===== config.mk =====
export PLATFORM = sky130hd
export DESIGN_NAME = wb_sequencer
export DESIGN_NICKNAME = d
export VERILOG_FILES = /design/src/rtl/wb_pkg.sv /design/src/rtl/wb_wait_counter.sv /design/src/rtl/wb_sequencer.sv
export SDC_FILE = /design/constraint.sdc
export NUM_CORES = 1
export LEC_CHECK = 0
export BUFFER_PORTS_ARGS = -buffer_cell sky130_fd_sc_hd__buf_4
export CAP_MARGIN = 20
export CELL_PAD_IN_SITES_DETAIL_PLACEMENT = 0
export CELL_PAD_IN_SITES_GLOBAL_PLACEMENT = 1
export CORE_ASPECT_RATIO = 1.25
export CORE_MARGIN = 2
export CORE_UTILIZATION = 35
export CTS_CLUSTER_SIZE = 24
export DETAILED_ROUTE_END_ITERATION = 8
export GPL_ROUTABILITY_DRIVEN = 0
export HOLD_SLACK_MARGIN = 0.05
export PLACE_DENSITY_LB_ADDON = 0.08
export SLEW_MARGIN = 10
export SYNTH_ARGS = -nofsm -noshare
export SYNTH_HDL_FRONTEND = slang
export SYNTH_SLANG_ARGS = --single-unit

===== constraint.sdc =====
create_clock -name clk -period 2.79 [get_ports clk]
set_input_delay 0.6975 -clock clk [delete_from_list [all_inputs] [get_ports clk]]
set_output_delay 0.6975 -clock clk [all_outputs]
set_load 0.02 [all_outputs]

===== src/rtl/wb_pkg.sv =====
// Shared definitions for the write-back sequencer: request codes, data-source
// select constants, FSM state encoding and small request classifiers.
package wb_pkg;

    localparam int CNT_W = 16;

    typedef enum logic [3:0] {
        OP_ALU   = 4'd0,
        OP_MFLO  = 4'd1,
        OP_MFHI  = 4'd2,
        OP_LW    = 4'd3,
        OP_SHIFT = 4'd4,
        OP_SLT   = 4'd5,
        OP_LUI   = 4'd6,
        OP_JAL   = 4'd7,
        OP_LB    = 4'd8,
        OP_LH    = 4'd9,
        OP_MULT  = 4'd10,
        OP_DIV   = 4'd11
    } wb_op_e;

    // DataSrc_control mux inputs; the select equals the accepted request code
    localparam logic [3:0] DS_ALU   = 4'd0;
    localparam logic [3:0] DS_LO    = 4'd1;
    localparam logic [3:0] DS_HI    = 4'd2;
    localparam logic [3:0] DS_MDR   = 4'd3;
    localparam logic [3:0] DS_SHIFT = 4'd4;
    localparam logic [3:0] DS_SLT   = 4'd5;
    localparam logic [3:0] DS_LUI   = 4'd6;
    localparam logic [3:0] DS_PC4   = 4'd7;
    localparam logic [3:0] DS_MDR_B = 4'd8;
    localparam logic [3:0] DS_MDR_H = 4'd9;

    typedef enum logic [2:0] {
        S_IDLE     = 3'd0,
        S_WAIT_MEM = 3'd1,
        S_WAIT_MD  = 3'd2,
        S_LAUNCH   = 3'd3,
        S_WRITE    = 3'd4,
        S_FIN      = 3'd5
    } state_e;

    function automatic logic is_load(input logic [3:0] op);
        return (op == DS_MDR) || (op == DS_MDR_B) || (op == DS_MDR_H);
    endfunction

    function automatic logic is_md_read(input logic [3:0] op);
        return (op == DS_LO) || (op == DS_HI);
    endfunction

endpackage


===== src/rtl/wb_wait_counter.sv =====
// Loadable down-counter with a zero flag; saturates at zero.
module wb_wait_counter #(
    parameter int W = 16
) (
    input  logic         clk,
    input  logic         reset,
    input  logic         load,
    input  logic [W-1:0] load_val,
    input  logic         dec,
    output logic         zero
);

    logic [W-1:0] cnt;

    always_ff @(posedge clk) begin
        if (reset)
            cnt <= '0;
        else if (load)
            cnt <= load_val;
        else if (dec && (cnt != '0))
            cnt <= cnt - 1'b1;
    end

    assign zero = (cnt == '0);

endmodule


===== src/rtl/wb_sequencer.sv =====
// Write-back sequencer: selects the write-back data source, waits out memory or
// mult/div latency, then strobes the register file. WB_MD_TIMEOUT_EN adds a WAIT_MD watchdog.
module wb_sequencer
    import wb_pkg::*;
#(
    parameter int MEM_LAT    = 2,
    parameter int MD_TIMEOUT = 40
) (
    input  logic       clk,
    input  logic       reset,
    input  logic       start,
    input  logic [3:0] wb_op,
    input  logic       divisor_zero,
    input  logic       md_busy,
    input  logic       md_done,
    output logic [3:0] data_src,
    output logic       reg_write,
    output logic       md_start,
    output logic       md_is_div,
    output logic       busy,
    output logic       done,
    output logic       exc_div0,
    output logic       exc_illegal
`ifdef WB_MD_TIMEOUT_EN
    , output logic     exc_md_timeout
`endif
);

    state_e     state, nxt;
    logic [3:0] op_q;
    logic       md_start_q, md_is_div_q, exc_div0_q, exc_ill_q;
    logic       accept, mem_zero, md_exit, wd_expire, exc_pend;

    assign accept  = (state == S_IDLE) && start;
    assign md_exit = is_md_read(op_q) ? !md_busy : md_done;

    wb_wait_counter #(.W(CNT_W)) u_mem_cnt (
        .clk      (clk),
        .reset    (reset),
        .load     (accept && is_load(wb_op)),
        .load_val (CNT_W'(MEM_LAT - 1)),
        .dec      (state == S_WAIT_MEM),
        .zero     (mem_zero)
    );

`ifdef WB_MD_TIMEOUT_EN
    logic wd_zero, exc_tmo_q;

    wb_wait_counter #(.W(CNT_W)) u_wd_cnt (
        .clk      (clk),
        .reset    (reset),
        .load     ((state != S_WAIT_MD) && (nxt == S_WAIT_MD)),
        .load_val (CNT_W'(MD_TIMEOUT - 1)),
        .dec      (state == S_WAIT_MD),
        .zero     (wd_zero)
    );

    assign wd_expire = (state == S_WAIT_MD) && wd_zero && !md_exit;
    assign exc_pend  = exc_div0_q || exc_ill_q || exc_tmo_q;
`else
    assign wd_expire = 1'b0;
    assign exc_pend  = exc_div0_q || exc_ill_q;
`endif

    always_ff @(posedge clk) begin
        if (reset) begin
            state       <= S_IDLE;
            op_q        <= DS_ALU;
            md_start_q  <= 1'b0;
            md_is_div_q <= 1'b0;
            exc_div0_q  <= 1'b0;
            exc_ill_q   <= 1'b0;
        end else begin
            state       <= nxt;
            if (accept)
                op_q <= wb_op;
            md_start_q  <= (state == S_LAUNCH);
            md_is_div_q <= (state == S_LAUNCH) && (op_q == OP_DIV);
            exc_div0_q  <= accept && (wb_op == OP_DIV) && divisor_zero;
            exc_ill_q   <= accept && (wb_op > OP_DIV);
        end
    end

`ifdef WB_MD_TIMEOUT_EN
    always_ff @(posedge clk) begin
        if (reset)
            exc_tmo_q <= 1'b0;
        else
            exc_tmo_q <= wd_expire;
    end
`endif

    always_comb begin
        nxt = state;
        case (state)
            S_IDLE: begin
                if (start) begin
                    case (wb_op)
                        OP_ALU, OP_SHIFT, OP_SLT, OP_LUI, OP_JAL: nxt = S_WRITE;
                        OP_LW, OP_LB, OP_LH:                      nxt = S_WAIT_MEM;
                        OP_MFLO, OP_MFHI: nxt = md_busy ? S_WAIT_MD : S_WRITE;
                        OP_MULT:          nxt = S_LAUNCH;
                        OP_DIV:           nxt = divisor_zero ? S_FIN : S_LAUNCH;
                        default:          nxt = S_FIN;
                    endcase
                end
            end
            S_WAIT_MEM: if (mem_zero) nxt = S_WRITE;
            S_WAIT_MD: begin
                if (md_exit)
                    nxt = is_md_read(op_q) ? S_WRITE : S_FIN;
                else if (wd_expire)
                    nxt = S_FIN;
            end
            S_LAUNCH: nxt = S_WAIT_MD;
            S_WRITE:  nxt = S_FIN;
            // an exception pulse occupies the first FIN cycle; done follows it
            S_FIN:    if (!exc_pend) nxt = S_IDLE;
            default:  nxt = S_IDLE;
        endcase
    end

    always_comb begin
        data_src    = op_q;
        busy        = (state != S_IDLE);
        reg_write   = (state == S_WRITE);
        done        = (state == S_FIN) && !exc_pend;
        md_start    = md_start_q;
        md_is_div   = md_is_div_q;
        exc_div0    = exc_div0_q;
        exc_illegal = exc_ill_q;
`ifdef WB_MD_TIMEOUT_EN
        exc_md_timeout = exc_tmo_q;
`endif
    end

endmodule


=== Word-level counts from Yosys, hierarchy flattened ===
Cells that the tools add are included.

* Add/subtract/negate cells: 1
* Reductions and logical operators: 25
* Mux-type cells: 12
* Magnitude comparators: 1
* Eq/ne operators: 23

{| class="wikitable"
|+ Operators with widths
! operator !! number
|-
| 4-bit equality test, second input constant || 5
|-
| 3-bit 2-to-1 mux || 6
|-
| 3-bit one-hot mux with 6 select lines || 1
|-
| 4-bit by 3-bit equality test with 1-bit output, second input constant || 4
|-
| 16-bit logical NOT || 1
|-
| 16-bit nonzero test || 1
|-
| 16-bit by 1-bit subtractor with 16-bit output, second input constant || 1
|-
| 3-bit one-hot mux with 5 select lines || 1
|-
| 4-bit by 2-bit equality test with 1-bit output, second input constant || 3
|-
| 4-bit by 1-bit equality test with 1-bit output, second input constant || 2
|-
| 1-bit logical AND || 8
|-
| 2-bit inequality test, second input constant || 4
|-
| 3-bit by 2-bit equality test with 1-bit output, second input constant || 2
|-
| 3-bit equality test, second input constant || 2
|-
| 5-bit OR reduction || 1
|-
| 4-bit > comparator, second input constant || 1
|-
| 4-bit logical NOT || 1
|-
| 1-bit logical OR || 4
|-
| 1-bit 2-to-1 mux || 4
|-
| 4-bit AND reduction || 1
|-
| 2-bit OR reduction || 2
|-
| 3-bit by 1-bit equality test with 1-bit output, second input constant || 1
|-
| 3-bit logical NOT || 1
|-
| 3-bit nonzero test || 1
|-
| other kinds (3) || 4
|}

* Input port bits: 10
* Output and inout port bits: 11
* Bits in registers: 27

=== Logic depth before layout (Yosys ltp) ===
* Depth in word-level cells: 5
* Gate-level depth with buffers: 8

=== Cells and area by module ===
A second synthesis with hierarchy kept.

* Cell total of the unflattened synthesis: 194
* Area total of the unflattened synthesis: 1571.5 um^2

{| class="wikitable"
|+ Modules (own cells, without submodules)
! module !! times used !! cells an instance !! area each (um^2) !! seq. area each (um^2)
|-
| wb_wait_counter || 1 || 114 || 944.7 || 320.3
|-
| wb_sequencer || 1 || 80 || 626.9 || 220.2
|}

=== Worst setup path after synthesis ===
No wires, ideal clock.

* Path kind: register to register
* Start: register u_mem_cnt.cnt[0]
* End: register u_mem_cnt.cnt[15]
* Arrival: 2.023 ns
* Slack: 0.697 ns
* Path buffers: 1
* Required time: 2.720 ns
* Library setup time: 0.070 ns
* Clock period less this slack: 2.093 ns
* Stages on the path, launching flop included: 9
* Path through: dfxtp_1 -> inv_1 -> ha_1 -> nor3b_1 -> and4_1 -> buf_2 -> or4_4 -> or4_1 -> a21oi_1

* Longest elaborated chain between the ends: 2
* Elaborated cells on any way between the ends: 3
* Classes of those cells: 1 x add/sub; 2 x reduce/logical

{| class="wikitable"
|+ Ends and longest elaborated chain
! item !! RTL line !! text
|-
| from (decl) || wb_wait_counter.sv:13 || <nowiki>logic [W-1:0] cnt;</nowiki>
|-
| from (signal assigned) || wb_wait_counter.sv:19 || <nowiki>cnt <= load_val;</nowiki>
|-
| from (signal assigned) || wb_wait_counter.sv:21 || <nowiki>cnt <= cnt - 1'b1;</nowiki>
|-
| parallel branches: the longest is 2 deep, another holds 16-bit by 1-bit subtractor with 16-bit output || -- ||
|}

Several ways; the timed one is not identified.
A chain may end at the register's enable or synchronous reset.

=== Worst setup path after layout ===
* Start: register state[0]
* End: register u_mem_cnt.cnt[15]

* Longest elaborated chain between the ends: 4
* Elaborated cells on any way between the ends: 6
* Classes of those cells: 1 x eq/ne; 5 x reduce/logical

{| class="wikitable"
|+ Ends and longest elaborated chain
! item !! RTL line !! text
|-
| from (decl) || wb_sequencer.sv:29 || <nowiki>state_e state, nxt;</nowiki>
|-
| from (signal assigned) || wb_sequencer.sv:74 || <nowiki>state <= nxt;</nowiki>
|-
| 3-bit logical NOT || wb_sequencer.sv:34 || <nowiki>assign accept = (state == S_IDLE) && start;</nowiki>
|-
| 1-bit logical AND || wb_sequencer.sv:34 ||
|-
| 1-bit logical AND || wb_sequencer.sv:40 || <nowiki>.load (accept && is_load(wb_op)),</nowiki>
|-
| 2-bit OR reduction (no source line) || -- ||
|}

Several ways; a longest one is shown, not always the timed one.

==> flow_summary_export.csv <==
group,metric,value,unit
yosys,seq_area_frac_synth,37.80,%
yosys,synth.distinct_cells,42,
floorplanning,die_area,4617,sq um
clock_network,cts_buffers,3,
final_layout,syn_to_final_growth,16.80,%
yosys,synthesis.area,1430,sq um
sta,clock_skew,1.478,ps
sta,period_share,81.82,%
floorplanning,initial_utilization,35.74,%
yosys,syn_avg_cell_area,8.219,sq um
sta,period_needed,2283,ps
global_route,grt_start_max_net_pins,16,
sta,finalHoldViolCount,0,
clock_network,clock_latency,270,ps
clock_network,htreeDepth,1,
detailed_routing,first_pass_iters,4,
power,powerDensity,1204,nW/um^2
yosys,ys_top_cells_by_count,"dfxtp_1 (27), nor2_1 (22), a21oi_1 (11), nor3_1 (11)",
clock_network,path_clk_slew,90,ps
run_status,status,"finished clean",
yosys,yosys_warnings,0,
worst_setup_path,path_class,"flip-flop to flip-flop",
detailed_routing,drt-total-wl,3199,um
detailed_routing,wl_per_cell,12.95,um
yosys,synth_top_area_share,37.80,%
final_layout,antenna_cells,0,
yosys,syn-num-nets,186,
final_layout,nNetsFinal,204,
sta,fin_ws,507.3,ps
worst_setup_path,required,2990,ps
sta,rsz0062_at_grt,"no",
yosys,yosys.area.top_type,"dfxtp_1",
job,drv_cap,0,
floorplanning,die_w,61.18,um
global_route,grt_overflow,0,
worst_setup_path,crit_arrival,2480,ps
sta,worst_pin_slew,574.3,ps
global_route,grt_usage,15.45,%
clock_network,cts_tree,"built",
worst_setup_path,endpoint_kind,"flip-flop",
final_layout,fillCellCount,433,
detailed_routing,ant_nets,0,
yosys,synthArstFlopShare,0,%
yosys,yosys_register_bits,27,
detailed_routing,vias,1264,
sta,timing.hold.ws,496.3,ps
sta,fmax,438.1,MHz
floorplanning,die_h,75.47,um
sta,max_slew_margin,61.31,%
final_layout,multi_input_comb_area,825.8,sq um
final_layout,register_area,540.5,sq um
final_layout,final_cell_area,1670,sq um
yosys,synth_cells,174,
clock_network,post-cts-setup-buffer-count,0,
yosys,synth_most_common_cell,"dfxtp_1",
clock_network,cts_sinks,27,
min_path,hp-class,"flip-flop to flip-flop",
detailed_routing,drt-initial-drc-count,68,
placement,dp_hpwl,2493,um
yosys,synth_edf_count,0,
yosys,synth_flop_cell,"dfxtp_1",
final_layout,drive_gt1_share,17.28,%
power,power.total,0.002011,W
detailed_routing,drcViolationCount,0,
floorplanning,core.rowCount,26,
worst_setup_path,cp_max_fo,10,
sta,slew_violations,0,
worst_setup_path,cp-start-kind,"flip-flop",
clock_network,cts-resized-gates,0,
yosys,synth_area_leaders,"dfxtp_1 (38%), nor2_1 (5.8%), xnor2_1 (5.5%), a21oi_1 (3.8%), nor3_1 (3.8%)",
power,peakVddDrop,0.4452,mV
global_route,grt_pass1_vias,1169,
floorplanning,io_pins,21,
clock_network,cts-root-buf,"clkbuf_8",
sta,tns,0,ps
clock_network,ctsLongestPathBuffers,2,
global_route,grt_pass1_wl,5306,um
placement,dpl_cell_area,1624,sq um
power,p_leak,0.6426,nW
global_route,antenna_found_initial,0,
clock_network,ctsHoldBuffers,0,
placement,numPortBuffers,20,
placement,pre_cts_ws,518.2,ps
floorplanning,core_area,4001,sq um
detailed_routing,via_per_inst,5.117,
sta,finalSetupViolCount,0,
==> cells in the final DEF, fill, tap and decap left out, drive strengths merged, types with 2 or more instances in the layout <==
master and instances:
dfxtp 27, xor2 3, nor3b 5, nor3 12
or3 3, and4 2, nor2b 3, o21ai 4
o22ai 2, nand3b 2, inv 6, nor2 22
or4 5, buf 22, xnor2 9, mux2i 2
a21oi 11, ha 2, nand4 2, o31ai 2
nand2b 5, nor4 6, o211ai 3, nor4b 2
nand3 9, nand2 7, clkbuf 3
==> final cells by class <==
cell class	instances	area share (%)
clock inverters	1	0.2996
well taps	56	4.195
flip-flops and latches	27	32.36
repair buffers	22	9.888
clock buffers	3	2.472
multi-input cells	132	49.44
inverters	6	1.348
==> cell families after synthesis <==
group,synth area share [%]
AOI/OAI and AO/OA,10.24
adders and majority gates,2.449
buffers and inverters,4.462
xor gates and xnor gates,7.350
muxes,2.187
DFF,37.80
and+or+nand+nor,35.52
==> routing by layer <==
metal	up-vias	GRT usage, %	share of wire, %	routed length, um
met2	18	30.61	58	1865
met4	0	5.072	0.56	18
met1	591	15.82	39	1244
met3	2	2.547	2.2	70
met5	-	0	0	0
li1	653	-	-	-
==> critical path: stages, from the launching register on <==
cell,delay [ps]
dfxtp_1,540
nor3b_2,360
nand3_1,280
or4_4,490
or4_1,400
a21oi_1,140
==> state kept, by name, summed over array words and instances (netlist names) <==
signal / count
md_is_div: 1
state: 3
exc_illegal: 1
u_mem_cnt.cnt: 16
exc_div0: 1
md_start: 1
data_src: 4
==> power by group <==
part | internal [W] | switching [W] | leakage, nW
sequential | 0.000500 | 0.000149 | 0.219
combinational | 0.000495 | 0.000646 | 0.398
clock | 0.000100 | 0.000121 | 0.0255
==> metrics by stage <==
stage	util, %	cells
after floorplan	-	174
after global placement	40.59	243
after detailed placement	40.59	243
after CTS	41.74	247
after global routing	41.74	247
final	41.74	247
==> final timing paths <==
path              slack, ps               from           endpoint  cells past startpoint
hold reg to reg         500  u_mem_cnt.cnt[15]  u_mem_cnt.cnt[15]                      2
setup reg to reg        510           state[0]  u_mem_cnt.cnt[15]                      5
hold / removal          500  u_mem_cnt.cnt[15]  u_mem_cnt.cnt[15]                      2
setup / recovery        510           state[0]  u_mem_cnt.cnt[15]                      5
Power figures use the tool's default switching activity.
